<file path="config.mk">
export PLATFORM = sky130hd
export DESIGN_NAME = stride_write_controller
export DESIGN_NICKNAME = d
export VERILOG_FILES = /design/src/rtl/stride_write_controller.sv
export SDC_FILE = /design/constraint.sdc
export NUM_CORES = 1
export LEC_CHECK = 0
export CORE_UTILIZATION = 36
export DETAILED_ROUTE_END_ITERATION = 10
export PLACE_DENSITY = 0.76
export SLEW_MARGIN = 20
export SYNTH_ARGS = -nofsm -noshare
export SYNTH_HDL_FRONTEND = slang
export SYNTH_SLANG_ARGS = --single-unit
</file>
<file path="constraint.sdc">
create_clock -name clk_i -period 2 [get_ports clk_i]
set_input_delay 0.4 -clock clk_i [delete_from_list [all_inputs] [get_ports clk_i]]
set_output_delay 0.4 -clock clk_i [all_outputs]
set_load 0.02 [all_outputs]
</file>
<file path="src/rtl/stride_write_controller.sv">
// Writer side of the stride buffer: streams words into the circular buffer, publishes
// each stride's end address and waits for the reader. Optional macro: STRIDE_LEN_OUT_EN.
module stride_write_controller #(
  parameter int ADDR_WIDTH = 8,
  parameter int DATA_WIDTH = 16
) (
  input  logic                  clk_i,
  input  logic                  rst_i,
  input  logic                  in_valid_i,
  input  logic [DATA_WIDTH-1:0] in_data_i,
  input  logic                  in_last_i,
  output logic                  in_ready_o,
  input  logic [ADDR_WIDTH-1:0] read_addr_i,
  input  logic                  stride_done_i,
  output logic                  wr_en_o,
  output logic [ADDR_WIDTH-1:0] wr_addr_o,
  output logic [DATA_WIDTH-1:0] wr_data_o,
  output logic [ADDR_WIDTH-1:0] end_ptr_o,
  output logic                  ep_valid_o,
  output logic                  stride_trunc_o,
`ifdef STRIDE_LEN_OUT_EN
  output logic [ADDR_WIDTH-1:0] stride_len_o,
`endif
  output logic                  dbg_state_o
);

  // Handshake: a word moves when in_valid_i & in_ready_o are both high at a rising
  // clk_i edge; in_valid_i may be held across PUBLISH and the word is taken later.
  typedef enum logic {FILL = 1'b0, PUBLISH = 1'b1} state_e;

  localparam logic [ADDR_WIDTH-1:0] ADDR_ONE = ADDR_WIDTH'(1);
  localparam logic [ADDR_WIDTH-1:0] ADDR_TWO = ADDR_WIDTH'(2);

  state_e                state_q;
  logic [ADDR_WIDTH-1:0] wr_ptr_q;
  logic [ADDR_WIDTH-1:0] wr_ptr_d;
  logic [ADDR_WIDTH-1:0] end_ptr_q;
  logic                  ep_valid_q;
  logic                  trunc_q;
  logic                  accept;
  logic                  full_hit;
  logic                  close;

  assign in_ready_o = ~rst_i & (state_q == FILL);
  assign accept     = in_valid_i & in_ready_o;
  assign wr_ptr_d   = wr_ptr_q + ADDR_ONE;

  // The reader sits parked at the stride start, so a stride holds at most D-1 words:
  // the word at A is the last one that fits when A+2 lands on the reader.
  assign full_hit   = (wr_ptr_q + ADDR_TWO) == read_addr_i;
  assign close      = accept & (in_last_i | full_hit);

  assign wr_en_o        = accept;
  assign wr_addr_o      = wr_ptr_q;
  assign wr_data_o      = in_data_i;
  assign end_ptr_o      = end_ptr_q;
  assign ep_valid_o     = ep_valid_q;
  assign stride_trunc_o = trunc_q;
  assign dbg_state_o    = state_q;

`ifdef STRIDE_LEN_OUT_EN
  logic [ADDR_WIDTH-1:0] cnt_q;
  logic [ADDR_WIDTH-1:0] len_q;

  assign stride_len_o = len_q;

  // cnt_q counts words already accepted in the open stride.
  always_ff @(posedge clk_i or posedge rst_i) begin
    if (rst_i) begin
      cnt_q <= '0;
      len_q <= '0;
    end else if (accept) begin
      if (close) begin
        cnt_q <= '0;
        len_q <= cnt_q + ADDR_ONE;
      end else begin
        cnt_q <= cnt_q + ADDR_ONE;
      end
    end
  end
`endif

  always_ff @(posedge clk_i or posedge rst_i) begin
    if (rst_i) begin
      state_q    <= FILL;
      wr_ptr_q   <= '0;
      end_ptr_q  <= '0;
      ep_valid_q <= 1'b0;
      trunc_q    <= 1'b0;
    end else begin
      case (state_q)
        FILL: begin
          if (accept) begin
            wr_ptr_q <= wr_ptr_d;
          end
          if (close) begin
            end_ptr_q  <= wr_ptr_q;
            ep_valid_q <= 1'b1;
            trunc_q    <= ~in_last_i;
            state_q    <= PUBLISH;
          end
        end
        PUBLISH: begin
          if (stride_done_i) begin
            ep_valid_q <= 1'b0;
            trunc_q    <= 1'b0;
            state_q    <= FILL;
          end
        end
        default: state_q <= FILL;
      endcase
    end
  end

endmodule
</file>
After elaboration in Yosys (flattened, before gate mapping)

Index checks and enable logic that the tools add are counted.

Register bits after elaboration: 19
Latch bits: 0
Memory bits (writable): 0
ROM bits: 0
Output and inout bits: 37
Memories kept: 0

Add/sub/neg operators: 2
Multipliers: 0
Divide/modulo/power cells: 0
Magnitude comparators: 0
Equal/unequal tests: 3
Shift operators: 0
Multiplexer cells: 8
Bitwise operators: 7
Reduce and logical (&&, ||, !) cells: 3

Operators by type and width:

| operator                                    | count |
|---|---|
| adder 8 x 1 -> 8 bit, second input constant | 1 |
| adder 8 x 2 -> 8 bit, second input constant | 1 |
| equality test 8 bit                         | 1 |
| one-hot mux 1 bit (2 select lines)          | 3 |
| AND reduction 2 bit                         | 3 |
| 2-to-1 mux 1 bit                            | 5 |
| != test 2 bit, second input constant        | 2 |
| AND 1 bit                                   | 3 |
| NOT 1 bit                                   | 3 |
| OR 1 bit                                    | 1 |

Depth between registers and ports, before layout

Depth in word-level cells: 6
Gate-level depth with buffers: 8
Mapped depth without buffers: 6

Least setup slack after synthesis

No wires, ideal clock.

Path type: reg-to-reg
Start point: reg wr_ptr_q[1], in the netlist wr_addr_o[1]
End point: reg end_ptr_q[0], in the netlist end_ptr_o[0]
Data arrival time: 1,934 ps
Required time: 1,866 ps
Slack: -68 ps
Stages on the path, launching flop included: 7
Buffers on the path: 1
Clock period less this slack: 2,068 ps
Cells stage by stage: dfrtp_1 ha_1 or4_4 a21oi_4 o211a_1 buf_6 o211ai_1

Longest elaborated chain between the ends: 5

Ends and longest elaborated chain:

| element                              | RTL line | source |
|---|---|---|
| start, declared                      | 35       | `logic [ADDR_WIDTH-1:0] wr_ptr_q;` |
| start signal, assigned               | 94       | `wr_ptr_q <= wr_ptr_d;` |
| adder 8 x 2 -> 8 bit                 | 50       | `assign full_hit = (wr_ptr_q + ADDR_TWO) == read_addr_i;` |
| equality test 8 bit                  | 50       |  |
| OR 1 bit                             | 51       | `assign close = accept & (in_last_i \| full_hit);` |
| AND 1 bit                            | 51       |  |
| AND reduction 2 bit (no source line) | n/a      |  |
| end signal, assigned                 | 97       | `end_ptr_q <= wr_ptr_q;` |
| end, declared                        | 37       | `logic [ADDR_WIDTH-1:0] end_ptr_q;` |

No other way between the ends.
A chain may end at the register's enable or synchronous reset.

Worst setup path after layout

Start point: reg wr_ptr_q[2], in the netlist wr_addr_o[2]
End point: reg end_ptr_q[0], in the netlist end_ptr_o[0]

Same word-level chain as after synthesis.

==> results.cfg <==
[outcome]
status = completed

[cells_and_area]
synthToLayoutAreaGrowth_pct = 31.3
insertedDiodeCount = 0
drive_gt1_frac = 0.244
fillers = 331
fin_nets = 201

[die]
die_y_um = 63.0
num_rows = 21
die_area_um2 = 3970
die_w_um = 63.0
coreArea_um2 = 3440
pin_count = 66
initial_core_util = 0.390

[setup_path]
crit_buf_inv = 0
path_class = reg2reg
crit_chain = ha_2 -> or4_4 -> a21oi_4 -> o211a_4 -> o211ai_1
critPathArrivalTime_ns = 2.05
setup.worst_path.end_class = flop
required_ns = 2.13
cp_top_family = simple AND/OR/NAND/NOR gates
crit_slowest_cell = or4_4
cp-start-kind = flop
path_max_fanout = 11
max_stage_delay_ns = 0.55

[route]
vias = 1132
wl_met2_mm = 1.63
drc = 0
ant_nets = 0
drt-total-wl_mm = 3.17
wl_met3_um = 196
wl_per_cell_um = 14.8
drtIter0Drc = 36
vias_per_cell = 5.29
first_pass_iters = 4
top_layer = met4
met1_length_mm = 1.27

[yosys]
yosysMostFrequentCell = nand2_1
synthDominantCellAreaShare = 0.354
syn-cell-area_um2 = 1340
synth_ff_type = dfrtp_1
synth_xor_xnor_area_share = 0.0914
syn_nets = 168
synthCells = 136
yosys.area_share.simple = 0.154
synthTopCellsByCount = nand2_1 (22), dfrtp_1 (19), buf_4 (16), xnor2_1 (10), o211ai_1 (9)
synth.avg_cell_area_um2 = 9.86
synth-edff-count = 0
synthMuxAreaShare = 0.00840
yosysTopAreaCell = dfrtp_1
synthTopCellsByArea = dfrtp_1 (35%), buf_4 (9.0%), xnor2_1 (6.5%)
synthAdderAreaFrac = 0.0280
synth-seq-cells = 19
synth_cell_types = 38
yosys_warnings = 0
synth_top_family_by_area = compound AO/OA/AOI/OAI gates
seq_area_frac_synth = 0.354
synth_compound_area_frac = 0.201
async_reset_ff_frac = 1.00

[sta]
fin_crit_sh = 0.959
setup_viol = 0
rsz0062_at_grt = no
worst_pin_slew_ns = 0.352
layout_min_cycle_time_ns = 1.92
slew_headroom = 0.765
fin_setup_tns_ns = 0
fin_skew_ns = 0.00137
maxSlewViolCount = 0
fmax_mhz = 521
fin_ws_ns = 0.0821
finalHoldViolCount = 0

[clocking]
cts_tree = yes
cts-root-buf = clkbuf_8
clock-sinks = 19
worstSkewPairLatency_ns = 0.26
cts_buffers = 3
htree_levels = 1
clk_pin_slew_ns = 0.07
cts_setup_buffers = 0
hold_buffers = 0
cts_buffer_depth = 2

[power]
leakagePower_nw = 0.750
peakVddDrop_mv = 0.355
p_per_area_nw_per_um2 = 1060
power_mw = 1.86

[grt]
grt_pass1_wl_mm = 5.44
grt_use_total = 0.176
grt_max_degree = 12
first_global_vias = 1127
antenna_found_initial = 0
grt.overflow.total = 0

[placed_design]
hpwl_mm = 2.43
gp_congestion = 0.823
dp_slack_ns = -0.355
port_buffers = 33

[worst_hold_path]
hold_path_class = reg2reg

[run]
cap_violations = 0
## registers in the layout (all words and copies together) (netlist names)
| register | count |
|---|---|
| ep_valid_o | 1 |
| dbg_state_o | 1 |
| end_ptr_o | 8 |
| wr_addr_o | 8 |
| stride_trunc_o | 1 |
## per-stage QoR
stage | hold slack [ns] | std cells | utilization | area [µm²]
2_1_floorplan | 0.351 | 136 | - | 1350
3_3_place_gp | 0.479 | 210 | 0.492 | 1690
3_5_place_dp | 0.478 | 210 | 0.492 | 1690
4_1_cts | 0.491 | 214 | 0.509 | 1750
5_1_grt | 0.509 | 214 | 0.511 | 1760
6_report | 0.494 | 214 | 0.511 | 1760
## path summary, 6_finish.rpt
kind	to	depth (start not counted)	slack [ns]	startpoint
worst max-delay path	end_ptr_o[0]	5	0.08	wr_addr_o[2]
worst min-delay path	ep_valid_o	1	0.49	ep_valid_o
worst max register to register	end_ptr_o[0]	5	0.08	wr_addr_o[2]
worst min register to register	ep_valid_o	1	0.49	ep_valid_o
max in group asynchronous	end_ptr_o[0]	4	0.99	rst_i
min in group asynchronous	wr_addr_o[0]	3	0.55	rst_i
## kinds of logic (layout without fill, tap and decap cells)
| family | after synthesis | in the layout |
|---|---|---|
| buffers and inverters | 28 | 60 |
| XOR/XNOR | 14 | 14 |
| adder cells (fa/ha/maj) | 3 | 3 |
| multiplexers | 1 | 1 |
| flip-flops | 19 | 19 |
| AND/OR/NAND/NOR | 40 | 40 |
| AO/OA/AOI/OAI | 31 | 31 |
## power breakdown
| part | internal, mW | switching (mW) |
|---|---|---|
| registers | 0.494 | 0.114 |
| logic | 0.498 | 0.489 |
| clock network | 0.139 | 0.131 |
| total | 1.13 | 0.733 |
## timing repair
item,CTS,global route
cloned,0,0
endpoints found under the setup margin,11,5
resized for setup,5,3
pin swaps,1,1
## metal layers
layer	GRT usage	up-vias
met5	0	-
met4	0.0930	0
met3	0.0328	9
met2	0.304	47
met1	0.203	544
li1	-	532
## layout make-up
type	instances	area, µm²	share of cell area
multi-input cells	89	666	0.378
repair buffers	53	499	0.284
flip-flops and latches	19	480	0.273
well taps	46	57.6	0.0327
clock buffers	3	41.3	0.0235
inverters	3	11.3	0.00640
clock inverters	1	5.00	0.00284
## layout by cell type (no fill, tap or decap), types with 2 or more instances in the layout
cell	Yosys	final
nand2b_1	2	2
o211ai_1	9	9
and2_1	2	2
dfrtp_1	19	15
dlygate4sd2_1	0	2
xnor2_1	10	10
nand3_1	4	4
xor2_1	4	3
nand4_1	2	2
buf_4	16	18
ha_1	3	2
nand2_1	22	22
dfrtp_2	0	4
dlymetal6s2s_1	0	2
clkbuf_8	3	3
clkdlybuf4s50_1	0	29
inv_1	3	3
a211oi_1	2	2
o2111ai_1	8	8
Note: power is estimated with default switching activity, not from simulation.
